[src/rtl/hb_pkg.sv]
// Shared types and constants for the heartbeat pattern generator.
//   hb_mode_e  : runtime output mode (OFF / FREE square / BLINK code / SOLID)
//   hb_state_e : sequencer state (IDLE / RUN / GAP)
package hb_pkg;

  typedef enum logic [1:0] {
    HB_OFF   = 2'd0,
    HB_FREE  = 2'd1,
    HB_BLINK = 2'd2,
    HB_SOLID = 2'd3
  } hb_mode_e;

  typedef enum logic [1:0] {
    HB_IDLE = 2'd0,
    HB_RUN  = 2'd1,
    HB_GAP  = 2'd2
  } hb_state_e;

  // Shortest period that still has one high and one low cycle.
  localparam int unsigned HB_MIN_PERIOD = 2;

endpackage

[src/rtl/hb_period_cnt.sv]
// Period counter: counts 0..period_m1 while running, wraps on the last cycle,
// and flags both the last cycle and the "still inside high time" window.
//   clk, reset_n  : clock, async active-low reset
//   i_run         : advance when high, hold at zero when low
//   i_period_m1   : last count value of the period (already clamped, >= 1)
//   i_high        : number of high cycles at the start of each period
//   o_last_c      : combinational, current count is the last of the period
//   o_high_c      : combinational, current count is below the high time
module hb_period_cnt #(
  parameter int unsigned CNT_W = 32
) (
  input  logic             clk,
  input  logic             reset_n,
  input  logic             i_run,
  input  logic [CNT_W-1:0] i_period_m1,
  input  logic [CNT_W-1:0] i_high,
  output logic             o_last_c,
  output logic             o_high_c
);

  logic [CNT_W-1:0] r_cnt;

  // >= rather than == so the counter can never run past the period end.
  assign o_last_c = (r_cnt >= i_period_m1);
  assign o_high_c = (r_cnt < i_high);

  always_ff @(posedge clk or negedge reset_n) begin
    if (!reset_n) begin
      r_cnt <= '0;
    end else if (!i_run) begin
      r_cnt <= '0;
    end else if (o_last_c) begin
      r_cnt <= '0;
    end else begin
      r_cnt <= r_cnt + CNT_W'(1);
    end
  end

endmodule

[src/rtl/hb_pattern_gen.sv]
// Heartbeat / status pattern generator with programmable period, high time
// and mode (OFF, FREE square wave, BLINK code bursts, SOLID on).
// New configuration is shadowed and only takes effect on a period boundary
// (or immediately from IDLE) so the visible waveform never glitches.
//   clk, reset_n   : clock, async active-low reset
//   enable         : run generator; low forces output low and returns to IDLE
//   cfg_load       : one-cycle strobe capturing mode/period/high_time/blink_cnt
//   mode           : 0=OFF 1=FREE 2=BLINK 3=SOLID
//   period         : cycles per period
//   high_time      : high cycles per period
//   blink_cnt      : pulses per burst in BLINK mode
//   hb_pulse       : registered heartbeat output
//   period_strobe  : registered pulse for the last cycle of every period
//   cfg_pending    : captured configuration not yet applied
module hb_pattern_gen #(
  parameter int unsigned CNT_W       = 32,
  parameter int unsigned PERIOD_DEF  = 64,
  parameter int unsigned HIGH_DEF    = 32,
  parameter int unsigned BLINK_W     = 4,
  parameter int unsigned GAP_PERIODS = 3
) (
  input  logic               clk,
  input  logic               reset_n,
  input  logic               enable,
  input  logic               cfg_load,
  input  logic [1:0]         mode,
  input  logic [CNT_W-1:0]   period,
  input  logic [CNT_W-1:0]   high_time,
  input  logic [BLINK_W-1:0] blink_cnt,
  output logic               hb_pulse,
  output logic               period_strobe,
  output logic               cfg_pending
);

  import hb_pkg::*;

  localparam int unsigned GAP_W = (GAP_PERIODS > 1) ? $clog2(GAP_PERIODS) : 1;
  localparam logic [GAP_W-1:0] GAP_LAST = GAP_W'((GAP_PERIODS > 0) ? GAP_PERIODS - 1 : 0);

  hb_state_e          r_state;
  logic [BLINK_W-1:0] r_blink_idx;
  logic [GAP_W-1:0]   r_gap_idx;
  logic               r_hb;
  logic               r_strobe;

  // Active configuration (already clamped) and pending shadow copy.
  hb_mode_e           r_mode;
  logic [CNT_W-1:0]   r_period_m1;
  logic [CNT_W-1:0]   r_high;
  logic [BLINK_W-1:0] r_blink;
  logic               r_pending;
  hb_mode_e           r_pend_mode;
  logic [CNT_W-1:0]   r_pend_period;
  logic [CNT_W-1:0]   r_pend_high;
  logic [BLINK_W-1:0] r_pend_blink;

  logic               w_run;
  logic               w_last_c;
  logic               w_high_c;
  logic               w_apply;
  logic [CNT_W-1:0]   w_clamp_period;
  logic [CNT_W-1:0]   w_clamp_pm1;
  logic [CNT_W-1:0]   w_clamp_high;
  hb_mode_e           w_nxt_mode;
  logic [BLINK_W-1:0] w_nxt_blink;
  hb_state_e          w_burst_state;
  logic               w_blink_done;
  logic               w_gap_done;

  assign w_run = enable && (r_state != HB_IDLE);

  hb_period_cnt #(
    .CNT_W(CNT_W)
  ) u_cnt (
    .clk        (clk),
    .reset_n    (reset_n),
    .i_run      (w_run),
    .i_period_m1(r_period_m1),
    .i_high     (r_high),
    .o_last_c   (w_last_c),
    .o_high_c   (w_high_c)
  );

  // Pending config is applied on a period boundary, or straight away from IDLE.
  assign w_apply = r_pending && enable && ((r_state == HB_IDLE) || w_last_c);

  // Clamp the pending timing so the counter always has a reachable end.
  assign w_clamp_period = (r_pend_period < CNT_W'(HB_MIN_PERIOD)) ? CNT_W'(HB_MIN_PERIOD)
                                                                  : r_pend_period;
  assign w_clamp_pm1    = w_clamp_period - CNT_W'(1);
  assign w_clamp_high   = (r_pend_high >= w_clamp_period) ? w_clamp_pm1 : r_pend_high;

  assign w_blink_done = ({1'b0, r_blink_idx} + (BLINK_W+1)'(1)) >= {1'b0, r_blink};
  assign w_gap_done   = (r_gap_idx >= GAP_LAST);

  // State to enter when a new burst starts, using the config valid after this edge.
  always_comb begin
    w_nxt_mode    = w_apply ? r_pend_mode : r_mode;
    w_nxt_blink   = w_apply ? r_pend_blink : r_blink;
    w_burst_state = HB_RUN;
    if (w_nxt_mode == HB_OFF) begin
      w_burst_state = HB_IDLE;
    end else if ((w_nxt_mode == HB_BLINK) && (w_nxt_blink == '0)) begin
      w_burst_state = HB_GAP;
    end
  end

  // Config shadowing, sequencer and registered outputs.
  always_ff @(posedge clk or negedge reset_n) begin
    if (!reset_n) begin
      r_state       <= HB_IDLE;
      r_blink_idx   <= '0;
      r_gap_idx     <= '0;
      r_hb          <= 1'b0;
      r_strobe      <= 1'b0;
      r_mode        <= HB_FREE;
      r_period_m1   <= CNT_W'(PERIOD_DEF - 1);
      r_high        <= CNT_W'(HIGH_DEF);
      r_blink       <= BLINK_W'(1);
      r_pending     <= 1'b0;
      r_pend_mode   <= HB_OFF;
      r_pend_period <= '0;
      r_pend_high   <= '0;
      r_pend_blink  <= '0;
    end else begin
      // A load coincident with an apply lands in the shadow for the next boundary.
      r_pending <= cfg_load || (r_pending && !w_apply);
      if (cfg_load) begin
        r_pend_mode   <= hb_mode_e'(mode);
        r_pend_period <= period;
        r_pend_high   <= high_time;
        r_pend_blink  <= blink_cnt;
      end
      if (w_apply) begin
        r_mode      <= r_pend_mode;
        r_period_m1 <= w_clamp_pm1;
        r_high      <= w_clamp_high;
        r_blink     <= r_pend_blink;
      end

      if (!enable) begin
        r_state     <= HB_IDLE;
        r_hb        <= 1'b0;
        r_strobe    <= 1'b0;
        r_blink_idx <= '0;
        r_gap_idx   <= '0;
      end else begin
        case (r_state)
          HB_IDLE: begin
            r_hb        <= 1'b0;
            r_strobe    <= 1'b0;
            r_blink_idx <= '0;
            r_gap_idx   <= '0;
            r_state     <= w_burst_state;
          end
          HB_RUN: begin
            r_hb     <= (r_mode == HB_SOLID) || w_high_c;
            r_strobe <= w_last_c;
            if (w_last_c) begin
              if (w_apply) begin
                r_state     <= w_burst_state;
                r_blink_idx <= '0;
                r_gap_idx   <= '0;
              end else if (r_mode == HB_BLINK) begin
                if (w_blink_done) begin
                  r_state     <= HB_GAP;
                  r_blink_idx <= '0;
                  r_gap_idx   <= '0;
                end else begin
                  r_blink_idx <= r_blink_idx + BLINK_W'(1);
                end
              end
            end
          end
          HB_GAP: begin
            r_hb     <= 1'b0;
            r_strobe <= w_last_c;
            if (w_last_c) begin
              if (w_apply || w_gap_done) begin
                r_state     <= w_burst_state;
                r_blink_idx <= '0;
                r_gap_idx   <= '0;
              end else begin
                r_gap_idx <= r_gap_idx + GAP_W'(1);
              end
            end
          end
          default: begin
            r_state  <= HB_IDLE;
            r_hb     <= 1'b0;
            r_strobe <= 1'b0;
          end
        endcase
      end
    end
  end

  assign hb_pulse      = r_hb;
  assign period_strobe = r_strobe;
  assign cfg_pending   = r_pending;

endmodule

[config.mk]
export PLATFORM = sky130hd
export DESIGN_NAME = hb_pattern_gen
export DESIGN_NICKNAME = d
export VERILOG_FILES = /design/src/rtl/hb_pkg.sv /design/src/rtl/hb_period_cnt.sv /design/src/rtl/hb_pattern_gen.sv
export SDC_FILE = /design/constraint.sdc
export NUM_CORES = 1
export LEC_CHECK = 0
export CAP_MARGIN = 5
export CORE_ASPECT_RATIO = 1.25
export CORE_MARGIN = 1.5
export CORE_UTILIZATION = 45
export DETAILED_ROUTE_END_ITERATION = 12
export HOLD_SLACK_MARGIN = 0.02
export PLACE_DENSITY = 0.67
export SYNTH_ARGS = -nofsm -noshare
export SYNTH_HDL_FRONTEND = slang
export SYNTH_HIERARCHICAL = 1
export SYNTH_SLANG_ARGS = --single-unit
[constraint.sdc]
create_clock -name clk -period 3.55 [get_ports clk]
set_input_delay 0.71 -clock clk [delete_from_list [all_inputs] [get_ports clk]]
set_output_delay 0.71 -clock clk [all_outputs]
set_load 0.02 [all_outputs]
==> impl_metrics.env <==
export IMPL_placed_area_sq_um=12600
export IMPL_period_share_pct=99.9
export IMPL_synth_edf_count=0
export IMPL_crit_type="flop to flop"
export IMPL_core_area_sq_um=23800
export IMPL_first_pass_iters=5
export IMPL_fill_cells=2165
export IMPL_overflow=0
export IMPL_cp_max_fo=8
export IMPL_cts_root_buffer="clkbuf_16"
export IMPL_syn_avg_cell_area_sq_um=9.52
export IMPL_synth_main_ff_cell="dfrtp_1"
export IMPL_setup_violations=0
export IMPL_max_freq_mhz=282
export IMPL_seq_area_sq_um=4590
export IMPL_p_leak_nw=6.42
export IMPL_clockBufferDepth=2
export IMPL_dp_hpwl_mm=19.8
export IMPL_ir_worst_vdd_v=0.000369
export IMPL_gp_congestion=0.890
export IMPL_vias=8416
export IMPL_reg2reg_depth=15
export IMPL_yosys_area_top_type_share_pct=39.8
export IMPL_reg2reg_slack_ns=0.003
export IMPL_multi_input_area_sq_um=5960
export IMPL_die_y_um=177
export IMPL_clock_sinks=183
export IMPL_dieArea_sq_um=25300
export IMPL_final_util_pct=57.1
export IMPL_drt_initial_drc_count=507
export IMPL_worst_pin_slew_ns=0.900
export IMPL_syn_num_nets=1330
export IMPL_initial_core_util_pct=46.0
export IMPL_max_cap_violations=0
export IMPL_routed_via_density=5.15
export IMPL_critPathCapture="r_high[18]$_DFFE_PN0P_"
export IMPL_r2r_end="r_high[18]$_DFFE_PN0P_"
export IMPL_drt_met1_wl_mm=12.5
export IMPL_holdBufCountCts=0
export IMPL_rows=63
export IMPL_grt_usage_pct=22.3
export IMPL_rsz0062_at_grt="true"
export IMPL_n_antenna_cell=0
export IMPL_ys_warn_count=6
export IMPL_antenna_found_initial=0
export IMPL_wl_met2_mm=12.7
export IMPL_top_layer="met4"
export IMPL_syn_area_sq_um=10900
export IMPL_drive_gt1_share_pct=19.4
export IMPL_skew_ns=0.0110
export IMPL_period_minus_slack_ns=3.55
export IMPL_clk_latency_ns=0.45
export IMPL_relSlewSlack_pct=40.0
export IMPL_cp_end_kind="flop"
export IMPL_synthTopCellsByArea="dfrtp_1, ha_1, nand2_1"
export IMPL_synth_seq_cells=183
export IMPL_ios=77
export IMPL_stdcell_area_sq_um=13600
export IMPL_wl_met3_um=707
export IMPL_nNetsFinal=1478
export IMPL_io_buffer_count=76
export IMPL_yosysUniqueCellTypes=66
export IMPL_slew_viol_final=0
export IMPL_fin_ws_ns=0.00321
export IMPL_reg2reg_from="r_pend_period[21]$_DFFE_PN0P_"
export IMPL_grt_max_degree=102
export IMPL_path_clk_slew_ns=0.07
export IMPL_crit_arrival_ns=3.87
export IMPL_cts_htree_levels=4
export IMPL_start_kind="flop"
export IMPL_power_mw=7.40
export IMPL_grt_pass1_vias=8479
export IMPL_antenna_left=0
export IMPL_cts_tree="done"
export IMPL_die_x_um=142
export IMPL_cts_buffers=17
export IMPL_hp_class="primary input to asynchronous set/reset pin"
export IMPL_status="complete, no violations"
export IMPL_hold_violations=0
export IMPL_synth_seq_area_share_pct=42.0
export IMPL_wl_per_cell_um=16.2
export IMPL_wl_mm=26.5
export IMPL_power_density_nw_per_um2=545
export IMPL_setup_worst_path_start="r_pend_period[21]$_DFFE_PN0P_"
export IMPL_fin_hold_ws_ns=0.306
export IMPL_drc=0
export IMPL_grt_pass1_wl_mm=44.0
export IMPL_async_flop_share_pct=100
export IMPL_netlist_instances=1149
export IMPL_pre_cts_slack_ns=-0.144
export IMPL_area_growth_pct=24.2
export IMPL_critPathRequiredTime_ns=3.88
export IMPL_yosysTopAreaCell="dfrtp_1"
## cell usage in the layout (no fill, tap or decap), types with 7 or more instances in the layout
cell,count
ha_1,104
dfstp_2,9
o21ai_1,20
nor2_1,51
xnor2_1,30
or3_1,8
nand3_1,26
a211oi_1,8
o21ai_0,97
inv_1,121
and4_1,7
clkbuf_16,19
nor3_2,22
buf_4,81
nand2_1,152
a21o_1,9
mux2_2,34
nor3_1,26
mux2i_1,26
dfrtp_1,173
a21oi_1,34
nand4_1,16
and3_1,8
clkdlybuf4s50_1,74
mux2_4,10
xor2_1,28
## worst max-delay path: stages, from the launching register on
cell and delay (ns):
dfrtp_1 0.38, or4_4 0.58, nor4_4 0.28, nand3_2 0.15, nor3_4 0.21, nand2b_4 0.17
inv_4 0.04, ha_4 0.25, nor2b_2 0.04, o21ai_2 0.12, a41oi_2 0.14, o41ai_4 0.36
o21ai_4 0.15, buf_6 0.17, mux2i_1 0.13, mux2_4 0.27
## flip-flops by register name, summed over array words and instances (netlist names)
signal,flops
r_high,32
r_pend_high,32
r_pend_period,32
r_period_m1,32
u_cnt/r_cnt,32
r_blink,4
r_blink_idx,4
r_pend_blink,4
r_gap_idx,2
r_mode,2
r_pend_mode,2
r_state,2
cfg_pending,1
hb_pulse,1
period_strobe,1
## timing repair
item / 4_1_cts / 5_1_grt
buffers inserted: 1 / 4
cloned: 1 / 1
gates resized for setup: 33 / 38
pin swaps: 8 / 18
endpoints found under the setup margin: 33 / 43
## cell type report
class                   count  area share, %
clock buffers              20           3.36
clock inverters            12           1.04
inverters                 123           3.42
multi-input cells         804           43.9
flip-flops and latches    183           33.8
well taps                 325           2.99
repair buffers            168           11.5
## cells by family after synthesis
kind of cell,share of synthesized area (%)
buffers and inverters,5.91
DFF,42.0
adders and majority gates,12.2
xor gates and xnor gates,4.72
AOI/OAI and AO/OA,10.6
muxes,7.00
and+or+nand+nor,17.6
## routing by layer
metal | vias to the layer above | GRT usage [%]
met2 | 135 | 36.2
met4 | 0 | 7.47
li1 | 4229 | -
met3 | 33 | 3.43
met5 | - | 0
met1 | 4019 | 30.5
## where the power goes
group	internal, mW	switching [mW]	total, mW	leakage (nW)
registers	2.59	0.320	2.91	2.28
logic	1.16	1.38	2.54	3.87
clock network	1.08	0.863	1.95	0.276
## through the flow
step / cells / TNS [ns]
floorplan: 1149 / -0.115
global placement: 1596 / -2.48
detailed placement: 1596 / -2.99
CTS: 1630 / -0.649
global route: 1635 / -4.13
finish: 1635 / 0
## worst min path at each step
| stage | from | endpoint | slack (ns) | depth (start not counted) |
|---|---|---|---|---|
| floorplan | reset_n | cfg_pending$_DFF_PN0_ | 0.41 | 0 |
| global placement | r_period_m1[2]$_DFFE_PN1P_ | r_period_m1[2]$_DFFE_PN1P_ | 0.45 | 2 |
| global route | reset_n | r_pend_high[25]$_DFFE_PN0P_ | 0.35 | 1 |
| finish | reset_n | r_pend_high[27]$_DFFE_PN0P_ | 0.31 | 1 |
| detailed placement | r_period_m1[2]$_DFFE_PN1P_ | r_period_m1[2]$_DFFE_PN1P_ | 0.45 | 2 |
| CTS | reset_n | r_pend_high[27]$_DFFE_PN0P_ | 0.32 | 1 |
## cell usage after synthesis, drive strengths merged, types with 2 or more instances
master and n:
o22ai 2, inv 123, dfrtp 174, nand2b 7, nor4 10, o21a 3, nand3 29, nand2 155
mux2 44, o21ai 121, xnor2 31, a211oi 10, ha 107, a21o 9, or2 3, and4 7
nand4 19, or4 3, a21oi 38, or3 9, nor2 53, o31ai 2, nor2b 3, nor3 50
o211ai 5, and3 9, mux2i 27, buf 13, clkbuf 26, xor2 28, dfstp 9, and2 5
Power figures use the tool's default switching activity.
